<file path="src/rtl/arith_defs_pkg.sv">
// Shared definitions for the arithmetic lab datapath: sequencer state
// encodings and the default operand width used by the adder/subtractor blocks.
package arith_defs_pkg;

    typedef enum logic [1:0] {
        IDLE  = 2'd0,
        SHIFT = 2'd1,
        DONE  = 2'd2
    } state_t;

    localparam int ARITH_WIDTH = 4;

endpackage : arith_defs_pkg

</file>
<file path="src/rtl/full_subtractor.sv">
// One-bit full-subtractor cell: d = a - b - br, with borrow out bo.
// Counterpart of the full_adder cell used by the adder datapath.
module full_subtractor (
    input  logic a,
    input  logic b,
    input  logic br,
    output logic d,
    output logic bo
);

    assign d  = a ^ b ^ br;
    assign bo = (~a & b) | (~(a ^ b) & br);

endmodule : full_subtractor

</file>
<file path="src/rtl/serial_subtractor.sv">
// Bit-serial subtractor: d = a - b - bin, one bit per clock, LSB first.
// Operands are captured on accept, then WIDTH clocks walk a single
// full-subtractor cell over the bits; the result is held in DONE until the
// consumer takes it. Borrow-out and signed overflow are reported with it.
module serial_subtractor
    import arith_defs_pkg::*;
#(
    parameter int WIDTH = ARITH_WIDTH,
    parameter int CNT_W = 5
) (
    input  logic             clk,
    input  logic             rst_n,
    input  logic             in_valid,
    output logic             in_ready,
    input  logic [WIDTH-1:0] a,
    input  logic [WIDTH-1:0] b,
    input  logic             bin,
    output logic             out_valid,
    input  logic             out_ready,
    output logic [WIDTH-1:0] d,
    output logic             bout,
    output logic             ovf
);

    state_t             state_q;
    state_t             state_d;
    logic [CNT_W-1:0]   cnt_q;
    logic               br_q;
    logic [WIDTH-1:0]   a_sh;
    logic [WIDTH-1:0]   b_sh;
    logic [WIDTH-1:0]   d_q;
    logic               bout_q;
    logic               ovf_q;
    logic               fs_d;
    logic               fs_bo;
    logic               accept;
    logic               last_bit;

    // The cell always looks at the current LSB of the shifting operands.
    full_subtractor u_cell (
        .a  (a_sh[0]),
        .b  (b_sh[0]),
        .br (br_q),
        .d  (fs_d),
        .bo (fs_bo)
    );

    assign accept   = in_valid && (state_q == IDLE);
    assign last_bit = (cnt_q == CNT_W'(WIDTH - 1));

    // State register; reset aborts any operation in flight.
    always_ff @(posedge clk or negedge rst_n) begin
        if (!rst_n) begin
            state_q <= IDLE;
        end else begin
            state_q <= state_d;
        end
    end

    // Next-state: accept -> WIDTH shift edges -> hold until consumer takes it.
    always_comb begin
        state_d = state_q;
        case (state_q)
            IDLE:    if (in_valid)  state_d = SHIFT;
            SHIFT:   if (last_bit)  state_d = DONE;
            DONE:    if (out_ready) state_d = IDLE;
            default:                state_d = IDLE;
        endcase
    end

    // Handshake outputs decoded straight from state so reset shows at once.
    always_comb begin
        in_ready  = (state_q == IDLE);
        out_valid = (state_q == DONE);
    end

    // Operand shift registers; contents are don't-care outside SHIFT.
    always_ff @(posedge clk) begin
        if (accept) begin
            a_sh <= a;
            b_sh <= b;
        end else if (state_q == SHIFT) begin
            a_sh <= {1'b0, a_sh[WIDTH-1:1]};
            b_sh <= {1'b0, b_sh[WIDTH-1:1]};
        end
    end

    // Bit counter, borrow chain and result/flag registers.
    always_ff @(posedge clk or negedge rst_n) begin
        if (!rst_n) begin
            cnt_q  <= '0;
            br_q   <= 1'b0;
            d_q    <= '0;
            bout_q <= 1'b0;
            ovf_q  <= 1'b0;
        end else if (accept) begin
            cnt_q <= '0;
            br_q  <= bin;
        end else if (state_q == SHIFT) begin
            cnt_q <= cnt_q + 1'b1;
            br_q  <= fs_bo;
            // Result bits enter at the MSB so after WIDTH shifts bit 0 is the LSB.
            d_q   <= {fs_d, d_q[WIDTH-1:1]};
            if (last_bit) begin
                bout_q <= fs_bo;
                // Signed overflow: borrow into the MSB differs from borrow out.
                ovf_q  <= br_q ^ fs_bo;
            end
        end
    end

    assign d    = d_q;
    assign bout = bout_q;
    assign ovf  = ovf_q;

endmodule : serial_subtractor

</file>
<file path="config.mk">
export PLATFORM = sky130hd
export DESIGN_NAME = serial_subtractor
export DESIGN_NICKNAME = d
export VERILOG_FILES = /design/src/rtl/arith_defs_pkg.sv /design/src/rtl/full_subtractor.sv /design/src/rtl/serial_subtractor.sv
export SDC_FILE = /design/constraint.sdc
export NUM_CORES = 1
export LEC_CHECK = 0
export BUFFER_PORTS_ARGS = -buffer_cell sky130_fd_sc_hd__buf_2
export CAP_MARGIN = 15
export CORE_MARGIN = 10
export CORE_UTILIZATION = 40
export CTS_CLUSTER_SIZE = 10
export DETAILED_ROUTE_END_ITERATION = 16
export PLACE_DENSITY = 0.68
export SYNTH_ARGS = -nofsm -noshare
export SYNTH_HDL_FRONTEND = slang
export SYNTH_SLANG_ARGS = --single-unit
</file>
<file path="constraint.sdc">
create_clock -name clk -period 3.45 [get_ports clk]
set_clock_uncertainty 0.2 [all_clocks]
set_input_delay 0.5175 -clock clk [delete_from_list [all_inputs] [get_ports clk]]
set_output_delay 0.5175 -clock clk [all_outputs]
set_load 0.02 [all_outputs]
</file>
---- After elaboration in Yosys (flattened, before gate mapping) ----
Index checks and enable logic that the tools add are counted.
W data, S select, Z words.
storage, ports and cells
  bits in registers ....................... 22
  input bits .............................. 13
  output and inout bits ................... 8
  logic and storage cells ................. 42
cells by class
  add/sub/neg operators ................... 1
  equal/unequal tests ..................... 6
  multiplexer cells ....................... 12
  bitwise gates (word level) .............. 9
  reductions and logical operators ........ 6
operators with widths
  cell                   number
  $mux W4                4
  $mux W5                2
  $mux W2                3
  $pmux W2 S3            1
  $reduce_and A3 Y1      2
  $add A5 B1 Y5 const B  1
  $eq A5 B2 Y1 const B   1
  $ne A2 B2 Y1 const B   2
  $not A1 Y1             3
  $xor A1 B1 Y1          3
  $and A1 B1 Y1          2
  $eq A2 B1 Y1 const B   1
  $eq A2 B2 Y1 const B   1
  $logic_not A2 Y1       1
  $mux W1                2
  $ne A2 B1 Y1 const B   1
  $reduce_and A2 Y1      1
  $reduce_bool A2 Y1     1
  $logic_and A1 B1 Y1    1
  $or A1 B1 Y1           1

---- Logic depth before layout (Yosys ltp) ----
  word-level depth ........................ 6
  mapped depth ............................ 4
  mapped depth without buffers ............ 4

---- Cells and area by module ----
From an unflattened synthesis, not the netlist that was laid out.
second synthesis, totals
  cells, all modules ...................... 83
  area total of the unflattened synthesis .. 1009.7 µm²
by module, submodules not included
  module             times used  cells an instance  area each (µm²)  sequential area each (µm²)
  serial_subtractor  1           79                 978.4            590.6
  full_subtractor    1           4                  31.3             0.0

---- Least setup slack after synthesis ----
OpenSTA, ideal clock, no wires.
  path kind ............................... input -> register
  from .................................... in in_valid
  to ...................................... reg a_sh[0] (data pin)
  setup time .............................. 0.262 ns
  arrival ................................. 1.215 ns
  required time ........................... 2.988 ns
  slack ................................... 1.773 ns
  cell stages on the path ................. 3
  path buffers ............................ 1
  path through ............................ nor3b_2 buf_4 mux2_1
between the ends
  longest elaborated chain between the ends .. 2
ends and longest elaborated chain
  item                    line                     RTL
  start: declaration      serial_subtractor.sv:13  input logic in_valid,
  $logic_and A1 B1 Y1     serial_subtractor.sv:48  assign accept = in_valid && (state_q == IDLE);
  $mux W4                 serial_subtractor.sv:79  if (accept) begin
  end signal: assignment  serial_subtractor.sv:83  a_sh <= {1'b0, a_sh[WIDTH-1:1]};
  end: declaration        serial_subtractor.sv:29  logic [WIDTH-1:0] a_sh;
No other way between the ends.
A chain may end at the register's enable or synchronous reset.

---- Worst setup path in the final report ----
  from .................................... reg state_q[0]
  to ...................................... reg b_sh[0] (data pin)
between the ends
  longest elaborated chain between the ends .. 3
ends and longest elaborated chain
  item                      line                     RTL
  start: declaration        serial_subtractor.sv:25  state_t state_q;
  start signal: assignment  serial_subtractor.sv:56  state_q <= state_d;
  $logic_not A2 Y1          serial_subtractor.sv:48
  $logic_and A1 B1 Y1       serial_subtractor.sv:48
  $mux W4                   serial_subtractor.sv:79
  end signal: assignment    serial_subtractor.sv:84  b_sh <= {1'b0, b_sh[WIDTH-1:1]};
  end: declaration          serial_subtractor.sv:30  logic [WIDTH-1:0] b_sh;
No other way between the ends.

==> impl_metrics.toml <==
[outcome]
status = "finished clean"

[placement]
io_buffers = 20
hpwl_um = 1390
placed_cells = 130
gp_congestion = 0.805

[timing]
period_share_pct = 56.7
slew_headroom_pct = 49.8
final_max_slew_viol_count = 0
post-route-min-period_ns = 1.96
tightest_slew_ns = 0.750
rsz0062_at_grt = "false"
setup_violations = 0
finalHoldViolCount = 0
max_clock_freq_mhz = 511
tns_ns = 0

[critical_path]
rr_endpoint = "b_sh[0]"
start_kind = "register"
max_stage_delay_ns = 0.66
crit_required_ns = 3.33
slowest_stage = "nor3b_2"
r2r_slack_ns = 1.49
worstRegToRegCells = 2
path_cells = "nor3b_2 -> mux2_2"
r2r-start = "state_q[0]"
path_max_fanout = 12
crit_type = "register to register"
crit_arrival_ns = 1.84
cp-end-kind = "register"

[cts]
h-tree-depth = 1
cts_tree = "built"
cts.clk_slew.worst_paths_ns = 0.12
cts.path.max_buffers = 2
cts_sinks = 22
clock_latency_ns = 0.31
clockRootBuffer = "clkbuf_4"
numCtsBuffers = 3

[synth]
synth_cells = 82
synth-seq-cells = 22
yosys.area.top_type = "dfrtp_1"
syn_nets = 97
synth_top_area_share_pct = 34.9
synth_flop_cell = "dfrtp_1"
synth_most_common_cell = "nand2_1"
synth_commonest_cells = "nand2_1, dfrtp_1, edfxtp_1"
synth-edff-count = 8
ys_seq_area_share_pct = 58.8
synthTopCellsByArea = "dfrtp_1, edfxtp_1, nand2_1, mux2_1, nor4b_4"
synth.cell_area_mm2 = 0.00100
yosys.cell_types.count = 27
yosysWarnings = 0
synthArstFlopShare_pct = 63.6
syn_avg_cell_area_um2 = 12.3

[worst_hold_path]
hold_depth = 2
hold_path.class = "input port to register"
min_from = "out_ready"
hold_end = "state_q[1]"

[routing]
remaining_drc_errors = 0
vias_per_cell = 5.03
wl_um = 1840
wire_per_inst_um = 13.7
ant_nets = 0
drtIter0Drc = 31
drt-pass1-iter-count = 4
vias = 679

[floorplan]
die_h_um = 70.1
die-area_mm2 = 0.00492
start_util_pct = 41.3
core-area_mm2 = 0.00243
die_width_um = 70.1
rows = 18
io_pins = 21

[final_layout]
nets = 121
n_antenna_cell = 0
multi_input_comb_area_um2 = 380
area_growth_pct = 15.8
stdcell_count = 135
register_area_um2 = 591
nFillCells = 243
layout-drive-gt1-share_pct = 29.5

[grt]
grt_first_pass_wirelength_um = 3150
grt_pass1_vias = 698
grt_overflow = 0
grt_max_degree = 15
grt_antenna_before_repair = 0
grt.total_usage_pct = 7.86

[power_and_ir_drop]
p_per_area_mw_per_mm2 = 905
p_total_mw = 1.05
pwr-share-seq_pct = 46.2
combPwrFrac_pct = 42.1
power_frac_clock_pct = 11.6
p_int_uw = 643
leakagePower_nw = 0.563
max-vdd-ir-drop_v = 0.000369
swShare_pct = 39.0
p_switching_uw = 410

[run]
maxCapViolCount = 0
-- area by class of cell --
class	count	share of cell area [%]
repair buffers	21	9.46
well taps	30	3.23
multi-input cells	53	32.7
inverters	5	1.61
clock inverters	1	0.323
flip-flops and latches	22	50.8
clock buffers	3	1.94
-- worst max path at each step --
stage               endpoint        from  depth (start not counted)
finish               b_sh[0]  state_q[0]                          2
global route         b_sh[2]  state_q[0]                          2
CTS                  b_sh[2]  state_q[0]                          2
detailed placement   b_sh[2]    in_valid                          3
global placement     b_sh[0]    in_valid                          3
floorplan            a_sh[0]    in_valid                          3
-- kinds of logic after synthesis --
group                      Yosys count  synth area share (%)
buffers and inverters                7                  3.36
DFF                                 22                  58.8
and+or+nand+nor                     31                  17.4
muxes                                8                  9.21
xor gates and xnor gates             1                 0.872
AOI/OAI and AO/OA                   11                  7.10
adders and majority gates            2                  3.24
-- flip-flops by register name (all words and copies together), names as in the netlist --
signal	count
state_q	2
br_q	1
a_sh	4
b_sh	4
bout	1
cnt_q	5
ovf	1
d	4
-- layout by cell type, fill, tap and decap left out, types with 2 or more instances in the layout --
cell      count
dfrtp_1      14
nor2_1        3
buf_2        20
mux2_1        4
mux2_2        2
nand2b_1      2
and3_1        2
a22o_1        2
o21bai_1      2
o21ai_0       4
edfxtp_1      8
nand3b_1      2
nand2_1      16
clkbuf_4      3
and2_1        2
o21ai_1       2
inv_1         4
-- metal layers --
layer / vias up / global-route usage (%) / wire, um
li1: 329 / - / -
met1: 325 / 8.31 / 805
met2: 23 / 12.7 / 855
met3: 2 / 5.08 / 172
met4: 0 / 1.97 / 10
met5: - / 0 / 0
-- power by group through the flow --
stage | combinational, mW | clock [mW] | sequential (mW)
after floorplan | 0.315 | 0 | 0.520
after global placement | 0.442 | 0 | 0.488
after detailed placement | 0.451 | 0 | 0.495
after CTS | 0.452 | 0.127 | 0.489
after global routing | 0.512 | 0.138 | 0.505
final | 0.444 | 0.122 | 0.487
-- through the flow --
stage / hold slack, ns / setup WS (ns) / utilization, % / instance area, um^2
floorplan: 0.0219 / 1.77 / - / 1000
global placement: 0.231 / 1.37 / 46.3 / 1130
detailed placement: 0.237 / 1.35 / 46.3 / 1130
CTS: 0.196 / 1.48 / 47.8 / 1160
global route: 0.196 / 1.38 / 47.8 / 1160
finish: 0.199 / 1.49 / 47.8 / 1160
-- critical path: cells and delay by family, from the launching register on --
kind / cells / cell delay (ns)
flip-flops: 1 / 0.46
AND/OR/NAND/NOR: 1 / 0.66
multiplexers: 1 / 0.40
-- what timing repair did --
action | CTS | global route
endpoints found under the setup margin | 0 | 0
endpoints found under the hold margin | 14 | 0
hold buffers | 1 | 0
buffers inserted | 0 | 0
resized for setup | 0 | 0
Note: power is estimated with default switching activity, not from simulation.
